--- config.mk ---
export PLATFORM = sky130hd
export DESIGN_NAME = bram_controller_flat
export DESIGN_NICKNAME = d
export VERILOG_FILES = /design/src/rtl/bram_controller_pkg.sv /design/src/rtl/bram_controller_if.sv /design/src/rtl/bram_controller.sv /design/src/flat_wrapper.sv
export SDC_FILE = /design/constraint.sdc
export NUM_CORES = 1
export LEC_CHECK = 0
export CAP_MARGIN = 25
export CORE_MARGIN = 4
export CORE_UTILIZATION = 30
export CTS_BUF_LIST = sky130_fd_sc_hd__clkbuf_4 sky130_fd_sc_hd__clkbuf_8 sky130_fd_sc_hd__clkbuf_16
export DETAILED_ROUTE_END_ITERATION = 10
export GPL_ROUTABILITY_DRIVEN = 1
export PLACE_DENSITY = 0.81
export SLEW_MARGIN = 20
export SYNTH_ARGS = -nofsm -noshare
export SYNTH_HDL_FRONTEND = slang
export SYNTH_SLANG_ARGS = --single-unit
--- constraint.sdc ---
create_clock -name s_axi_aclk -period 2 [get_ports s_axi_aclk]
set_input_delay 0.3 -clock s_axi_aclk [delete_from_list [all_inputs] [get_ports s_axi_aclk]]
set_output_delay 0.3 -clock s_axi_aclk [all_outputs]
set_load 0.05 [all_outputs]
--- src/rtl/bram_controller_pkg.sv ---
// Shared types and constants for the AXI4-Lite to block-RAM bridge.
// Holds the controller state encoding and the fixed data/strobe widths.
package bram_ctrl_pkg;

   localparam int DATA_W = 32;
   localparam int STRB_W = DATA_W / 8;

   localparam logic [1:0] RESP_OKAY = 2'b00;

   typedef enum logic [1:0] {
      IDLE,
      RD_DATA,
      RD_RESP,
      WR_RESP
   } state_t;

endpackage

--- src/rtl/bram_controller_if.sv ---
// AXI4-Lite single-beat bus bundle between a CPU memory port and the BRAM bridge.
interface bram_controller_if
   import bram_ctrl_pkg::*;
#(
   parameter int ADDR_W = 16
) ();

   logic [ADDR_W-1:0] awaddr;
   logic [2:0]        awprot;
   logic              awvalid;
   logic              awready;

   logic [DATA_W-1:0] wdata;
   logic [STRB_W-1:0] wstrb;
   logic              wvalid;
   logic              wready;

   logic [1:0]        bresp;
   logic              bvalid;
   logic              bready;

   logic [ADDR_W-1:0] araddr;
   logic [2:0]        arprot;
   logic              arvalid;
   logic              arready;

   logic [DATA_W-1:0] rdata;
   logic [1:0]        rresp;
   logic              rvalid;
   logic              rready;

   modport slave (
      input  awaddr, awprot, awvalid, wdata, wstrb, wvalid, bready,
      input  araddr, arprot, arvalid, rready,
      output awready, wready, bresp, bvalid, arready, rdata, rresp, rvalid
   );

   modport master (
      output awaddr, awprot, awvalid, wdata, wstrb, wvalid, bready,
      output araddr, arprot, arvalid, rready,
      input  awready, wready, bresp, bvalid, arready, rdata, rresp, rvalid
   );

endinterface

--- src/rtl/bram_controller.sv ---
// AXI4-Lite slave serving one single-beat transaction at a time onto BRAM port A.
// Reads take one extra cycle to capture the 1-cycle-latency RAM output.
module bram_controller
   import bram_ctrl_pkg::*;
#(
   parameter int ADDR_W = 16
) (
   input  logic                s_axi_aclk,
   input  logic                s_axi_aresetn,
   bram_controller_if.slave    s_axi,
   output logic                bram_rst_a,
   output logic                bram_clk_a,
   output logic                bram_en_a,
   output logic [STRB_W-1:0]   bram_we_a,
   output logic [ADDR_W-1:0]   bram_addr_a,
   output logic [DATA_W-1:0]   bram_wrdata_a,
   input  logic [DATA_W-1:0]   bram_rddata_a
);

   state_t            state;
   logic              wr_first;
   logic              bvalid_r;
   logic              rvalid_r;
   logic [DATA_W-1:0] rdata_r;

   logic wr_req;
   logic rd_req;
   logic grant_wr;
   logic grant_rd;

   // Low address bits and prot are deliberately ignored.
   logic unused_bits;
   assign unused_bits = ^{s_axi.awprot, s_axi.arprot, s_axi.awaddr[1:0], s_axi.araddr[1:0]};

   assign bram_rst_a = !s_axi_aresetn;
   assign bram_clk_a = s_axi_aclk;

   always_comb begin
      wr_req   = s_axi.awvalid && s_axi.wvalid;
      rd_req   = s_axi.arvalid;
      grant_wr = 1'b0;
      grant_rd = 1'b0;
      if (s_axi_aresetn && (state == IDLE)) begin
         grant_wr = wr_req && (wr_first || !rd_req);
         grant_rd = rd_req && !grant_wr;
      end
   end

   always_comb begin
      s_axi.awready = grant_wr;
      s_axi.wready  = grant_wr;
      s_axi.arready = grant_rd;
      bram_en_a     = grant_wr || grant_rd;
      bram_we_a     = '0;
      bram_addr_a   = '0;
      bram_wrdata_a = '0;
      if (grant_wr) begin
         bram_we_a     = s_axi.wstrb;
         bram_addr_a   = {s_axi.awaddr[ADDR_W-1:2], 2'b00};
         bram_wrdata_a = s_axi.wdata;
      end else if (grant_rd) begin
         bram_addr_a   = {s_axi.araddr[ADDR_W-1:2], 2'b00};
      end
   end

   assign s_axi.bvalid = bvalid_r;
   assign s_axi.bresp  = RESP_OKAY;
   assign s_axi.rvalid = rvalid_r;
   assign s_axi.rresp  = RESP_OKAY;
   assign s_axi.rdata  = rdata_r;

   // The round-robin pointer only moves when both requests competed for the same cycle.
   always_ff @(posedge s_axi_aclk or negedge s_axi_aresetn) begin
      if (!s_axi_aresetn) begin
         state    <= IDLE;
         wr_first <= 1'b1;
         bvalid_r <= 1'b0;
         rvalid_r <= 1'b0;
         rdata_r  <= '0;
      end else begin
         case (state)
            IDLE: begin
               if (grant_wr) begin
                  state    <= WR_RESP;
                  bvalid_r <= 1'b1;
                  if (rd_req) wr_first <= 1'b0;
               end else if (grant_rd) begin
                  state <= RD_DATA;
                  if (wr_req) wr_first <= 1'b1;
               end
            end
            RD_DATA: begin
               rdata_r  <= bram_rddata_a;
               rvalid_r <= 1'b1;
               state    <= RD_RESP;
            end
            RD_RESP: begin
               if (s_axi.rready) begin
                  rvalid_r <= 1'b0;
                  state    <= IDLE;
               end
            end
            WR_RESP: begin
               if (s_axi.bready) begin
                  bvalid_r <= 1'b0;
                  state    <= IDLE;
               end
            end
            default: state <= IDLE;
         endcase
      end
   end

endmodule

--- src/flat_wrapper.sv ---
// flat-port wrapper written by rule: the top's interface ports become plain ports
module bram_controller_flat import bram_ctrl_pkg::*;
#(
   parameter int ADDR_W = 16
)
  (s_axi_aclk, s_axi_aresetn, bram_rst_a, bram_clk_a, bram_en_a, bram_we_a, bram_addr_a, bram_wrdata_a, bram_rddata_a, s_axi_awaddr, s_axi_awprot, s_axi_awvalid, s_axi_wdata, s_axi_wstrb, s_axi_wvalid, s_axi_bready, s_axi_araddr, s_axi_arprot, s_axi_arvalid, s_axi_rready, s_axi_awready, s_axi_wready, s_axi_bresp, s_axi_bvalid, s_axi_arready, s_axi_rdata, s_axi_rresp, s_axi_rvalid);
  bram_controller_if #(.ADDR_W(ADDR_W)) s_axi_i ();
  input  logic s_axi_aclk;
  input  logic s_axi_aresetn;
  output logic bram_rst_a;
  output logic bram_clk_a;
  output logic bram_en_a;
  output logic [STRB_W-1:0] bram_we_a;
  output logic [ADDR_W-1:0] bram_addr_a;
  output logic [DATA_W-1:0] bram_wrdata_a;
  input  logic [DATA_W-1:0] bram_rddata_a;
  input wire logic [$bits(s_axi_i.awaddr)-1:0] s_axi_awaddr;
  input wire logic [$bits(s_axi_i.awprot)-1:0] s_axi_awprot;
  input wire logic [$bits(s_axi_i.awvalid)-1:0] s_axi_awvalid;
  input wire logic [$bits(s_axi_i.wdata)-1:0] s_axi_wdata;
  input wire logic [$bits(s_axi_i.wstrb)-1:0] s_axi_wstrb;
  input wire logic [$bits(s_axi_i.wvalid)-1:0] s_axi_wvalid;
  input wire logic [$bits(s_axi_i.bready)-1:0] s_axi_bready;
  input wire logic [$bits(s_axi_i.araddr)-1:0] s_axi_araddr;
  input wire logic [$bits(s_axi_i.arprot)-1:0] s_axi_arprot;
  input wire logic [$bits(s_axi_i.arvalid)-1:0] s_axi_arvalid;
  input wire logic [$bits(s_axi_i.rready)-1:0] s_axi_rready;
  output wire logic [$bits(s_axi_i.awready)-1:0] s_axi_awready;
  output wire logic [$bits(s_axi_i.wready)-1:0] s_axi_wready;
  output wire logic [$bits(s_axi_i.bresp)-1:0] s_axi_bresp;
  output wire logic [$bits(s_axi_i.bvalid)-1:0] s_axi_bvalid;
  output wire logic [$bits(s_axi_i.arready)-1:0] s_axi_arready;
  output wire logic [$bits(s_axi_i.rdata)-1:0] s_axi_rdata;
  output wire logic [$bits(s_axi_i.rresp)-1:0] s_axi_rresp;
  output wire logic [$bits(s_axi_i.rvalid)-1:0] s_axi_rvalid;
  assign s_axi_i.awaddr = s_axi_awaddr;
  assign s_axi_i.awprot = s_axi_awprot;
  assign s_axi_i.awvalid = s_axi_awvalid;
  assign s_axi_i.wdata = s_axi_wdata;
  assign s_axi_i.wstrb = s_axi_wstrb;
  assign s_axi_i.wvalid = s_axi_wvalid;
  assign s_axi_i.bready = s_axi_bready;
  assign s_axi_i.araddr = s_axi_araddr;
  assign s_axi_i.arprot = s_axi_arprot;
  assign s_axi_i.arvalid = s_axi_arvalid;
  assign s_axi_i.rready = s_axi_rready;
  assign s_axi_awready = s_axi_i.awready;
  assign s_axi_wready = s_axi_i.wready;
  assign s_axi_bresp = s_axi_i.bresp;
  assign s_axi_bvalid = s_axi_i.bvalid;
  assign s_axi_arready = s_axi_i.arready;
  assign s_axi_rdata = s_axi_i.rdata;
  assign s_axi_rresp = s_axi_i.rresp;
  assign s_axi_rvalid = s_axi_i.rvalid;
  bram_controller #(.ADDR_W(ADDR_W)) u_core (.s_axi_aclk(s_axi_aclk), .s_axi_aresetn(s_axi_aresetn), .s_axi(s_axi_i), .bram_rst_a(bram_rst_a), .bram_clk_a(bram_clk_a), .bram_en_a(bram_en_a), .bram_we_a(bram_we_a), .bram_addr_a(bram_addr_a), .bram_wrdata_a(bram_wrdata_a), .bram_rddata_a(bram_rddata_a));
endmodule
==> results of run 1 <==
cell usage in the layout (no fill, tap or decap), types with 6 or more instances in the layout:
| master | count |
|---|---|
| clkdlybuf4s50_1 | 135 |
| buf_12 | 58 |
| and2_4 | 36 |
| dfrtp_1 | 34 |
| mux2_2 | 30 |
| buf_4 | 24 |
| o211ai_1 | 14 |
| a21oi_2 | 12 |
| nand3_1 | 11 |
| clkbuf_8 | 8 |
| conb_1 | 6 |
flip-flops by register name, summed over array words and instances (netlist names):
signal,flops
u_core.s_axi.bvalid,1
u_core.s_axi.rvalid,1
u_core.wr_first,1
u_core.s_axi.rdata,32
u_core.state,2
metrics by stage:
| step | setup slack [ns] | instance area, sq um | hold WS (ns) | utilization (%) | instances |
|---|---|---|---|---|---|
| final | -0.102 | 5230 | 0.428 | 76.5 | 514 |
| after global routing | -0.178 | 5230 | 0.441 | 76.5 | 514 |
| after global placement | 0.0279 | 4690 | 0.237 | 68.7 | 480 |
| after CTS | -0.128 | 5050 | 0.347 | 73.9 | 502 |
| after floorplan | -0.197 | 2160 | 0.00441 | - | 205 |
| after detailed placement | 0.0222 | 4690 | 0.250 | 68.7 | 480 |
kinds of logic after synthesis:
family | count (synthesis) | share of synthesized area [%]
AOI/OAI and AO/OA | 34 | 9.81
xor gates and xnor gates | 1 | 0.411
buffers and inverters | 29 | 9.63
DFF | 37 | 43.5
muxes | 32 | 16.9
other | 1 | 0.176
and+or+nand+nor | 66 | 19.6
worst reg2reg max path: cells and delay by family, from the launching register on:
family | cells | cell delay (ns)
buffers and inverters | 3 | 0.44
muxes | 1 | 0.39
DFF | 1 | 0.41
and+or+nand+nor | 1 | 0.18
Yosys cell counts, types with 2 or more instances:
| master | instances | area, sq um |
|---|---|---|
| buf_4 | 9 | 67.6 |
| buf_2 | 4 | 20.0 |
| nor2_1 | 2 | 7.51 |
| nand3_1 | 16 | 80.1 |
| nand2_1 | 4 | 15.0 |
| a21oi_1 | 17 | 85.1 |
| nor2b_1 | 2 | 12.5 |
| mux2_2 | 30 | 338 |
| dfrtp_1 | 36 | 901 |
| o211ai_1 | 14 | 105 |
| and2_1 | 27 | 169 |
| mux2_1 | 2 | 22.5 |
| and2_4 | 10 | 87.6 |
| clkbuf_1 | 4 | 15.0 |
| buf_6 | 6 | 67.6 |
| inv_1 | 3 | 11.3 |
final timing paths:
check                                              startpoint                                  to  depth (start not counted)
max in group asynchronous                       s_axi_aresetn  u_core.s_axi.rdata[27]$_DFFE_PN0P_                          3
min                                             s_axi_aresetn     u_core.s_axi.bvalid$_DFFE_PN0P_                          3
min reg2reg                u_core.s_axi.rdata[17]$_DFFE_PN0P_  u_core.s_axi.rdata[17]$_DFFE_PN0P_                          1
min in group s_axi_aclk                         s_axi_aresetn         u_core.wr_first$_DFFE_PN1P_                          5
max reg2reg                       u_core.state[0]$_DFFE_PN0P_  u_core.s_axi.rdata[19]$_DFFE_PN0P_                          5
max                               u_core.state[1]$_DFFE_PN0P_                   bram_wrdata_a[21]                          5
report_power, final:
| group | leakage (uW) | total (uW) | internal, uW | switching (uW) |
|---|---|---|---|---|
| registers | 0.000436 | 1360 | 1140 | 221 |
| logic | 0.00160 | 4200 | 1800 | 2400 |
| clock network | 0.0000752 | 761 | 401 | 359 |
| total | 0.00211 | 6320 | 3340 | 2980 |
per-layer routing:
layer	track usage [%]	vias to the layer above	wire, um
li1	-	1107	-
met1	19.2	1159	3080
met2	35.6	126	4810
met3	6.56	11	762
met4	6.93	0	123
met5	0	-	0
layout make-up:
type | count | area (sq um) | share of cell area [%]
timing repair buffer | 226 | 2820 | 53.9
multi-input combinational | 139 | 1200 | 23.0
sequential | 37 | 930 | 17.8
clock buffer | 10 | 126 | 2.42
tap | 96 | 120 | 2.30
inverter | 3 | 15.0 | 0.287
clock inverter | 2 | 10.0 | 0.192
timing repair inverter | 1 | 7.51 | 0.144
what timing repair did:
action,4_1_cts,5_1_grt
hold endpoints to repair,14,0
pin swaps,8,20
resized for setup,40,24
setup endpoints to repair,53,52
cloned,2,2
setup buffers,9,11
hold buffers,1,0
==> metrics.txt, run 1 <==
CTS tree done; DR iter-0 viols 29; Worst Tran Pin Value 0.534 ns; slew margin rel. 64.3%; Chip Height 92.3 um; Tot GR Track Use 19.0%; Fin. Hold Viols 0; Final Skew 0.00306 ns; Layout area overhead 145%; Mapped Avg Cell Area 10.7 sq um; Final Cycle Share 105%; Final WS setup -0.102 ns; PwrDens 1210 nW/um^2; share of layout cells above drive strength 1 47.1%; leakage power 0.00211 uW; core area 6830 sq um; type of element capturing the critical path output pin; flops & latches, synth 37; R2R setup slack 0.48 ns; status finished, violations left; ys async rst share 100%; first-pass GRT wire length 12900 um; Routed WL 8770 um; Synth warnings 0; vias in the first global route 2581; crit-path leading delay family simple AND/OR/NAND/NOR gates; dpl hpwl 6340 um; Post-Syn Area 2130 sq um; Required @ worst endpoint 1.70 ns; n_diodes 0; TNS Setup -3.88 ns; routability congestion estimate 0.710; startpoint types flip-flop; Max-Cap Viols 0; PortBufs 192; Post-route DRC 0; worst-path cell chain nor3b_4 > and3_4 > buf_12 > and2_4 > buf_12; min cycle time layout 2.10 ns; Max rail drop VDD 1380 uV; initial antenna violation count 0; Reg clk slew, reported paths 0.07 ns; worst setup path class reg2out; critical path arrival 1.80 ns; Layout Nets 530; crit path max fanout 18; Slew Viols, Final 0; Synth Flop Type dfrtp_1; Buf/Inv on CP 2; Die Wd 92.3 um; Most Frequent Cell on Critical Path buf_12; Worst path slowest cell dfrtp_2; Largest stage delay, worst path 0.45 ns; Initial Utilization 31.2%; Max Fclk 0.476 GHz; # rows 30; Cells after Synth 200; Die ar. 8510 sq um; EDFF count, synth 0; antenna-violating nets left 0; failing checks negative setup slack; clock latency on the worst-skew pair 0.38 ns; RSZ-0062 raised after global routing yes; IO Pins 209; Design Power 6320 uW; largest net degree at the start of global routing 33; Distinct cells, synth 30; fillers 447; wire per inst 17.1 um; worst hold path type in2async; Setup Viol. Count Final 52; Seq/Total Area, Yosys 43.5%; 1st-pass router iterations 4; via-per-instance ratio 4.68; routed vias 2403; GR Overflow Total 0
(Power assumes the default switching activity.)
==> inputs of run 2 (changes only) <==
- ABC_CLOCK_PERIOD_IN_PS: unset -> 2000
==> results of run 2 <==
Final layout, timing and power as in run 1 (identical DEF).
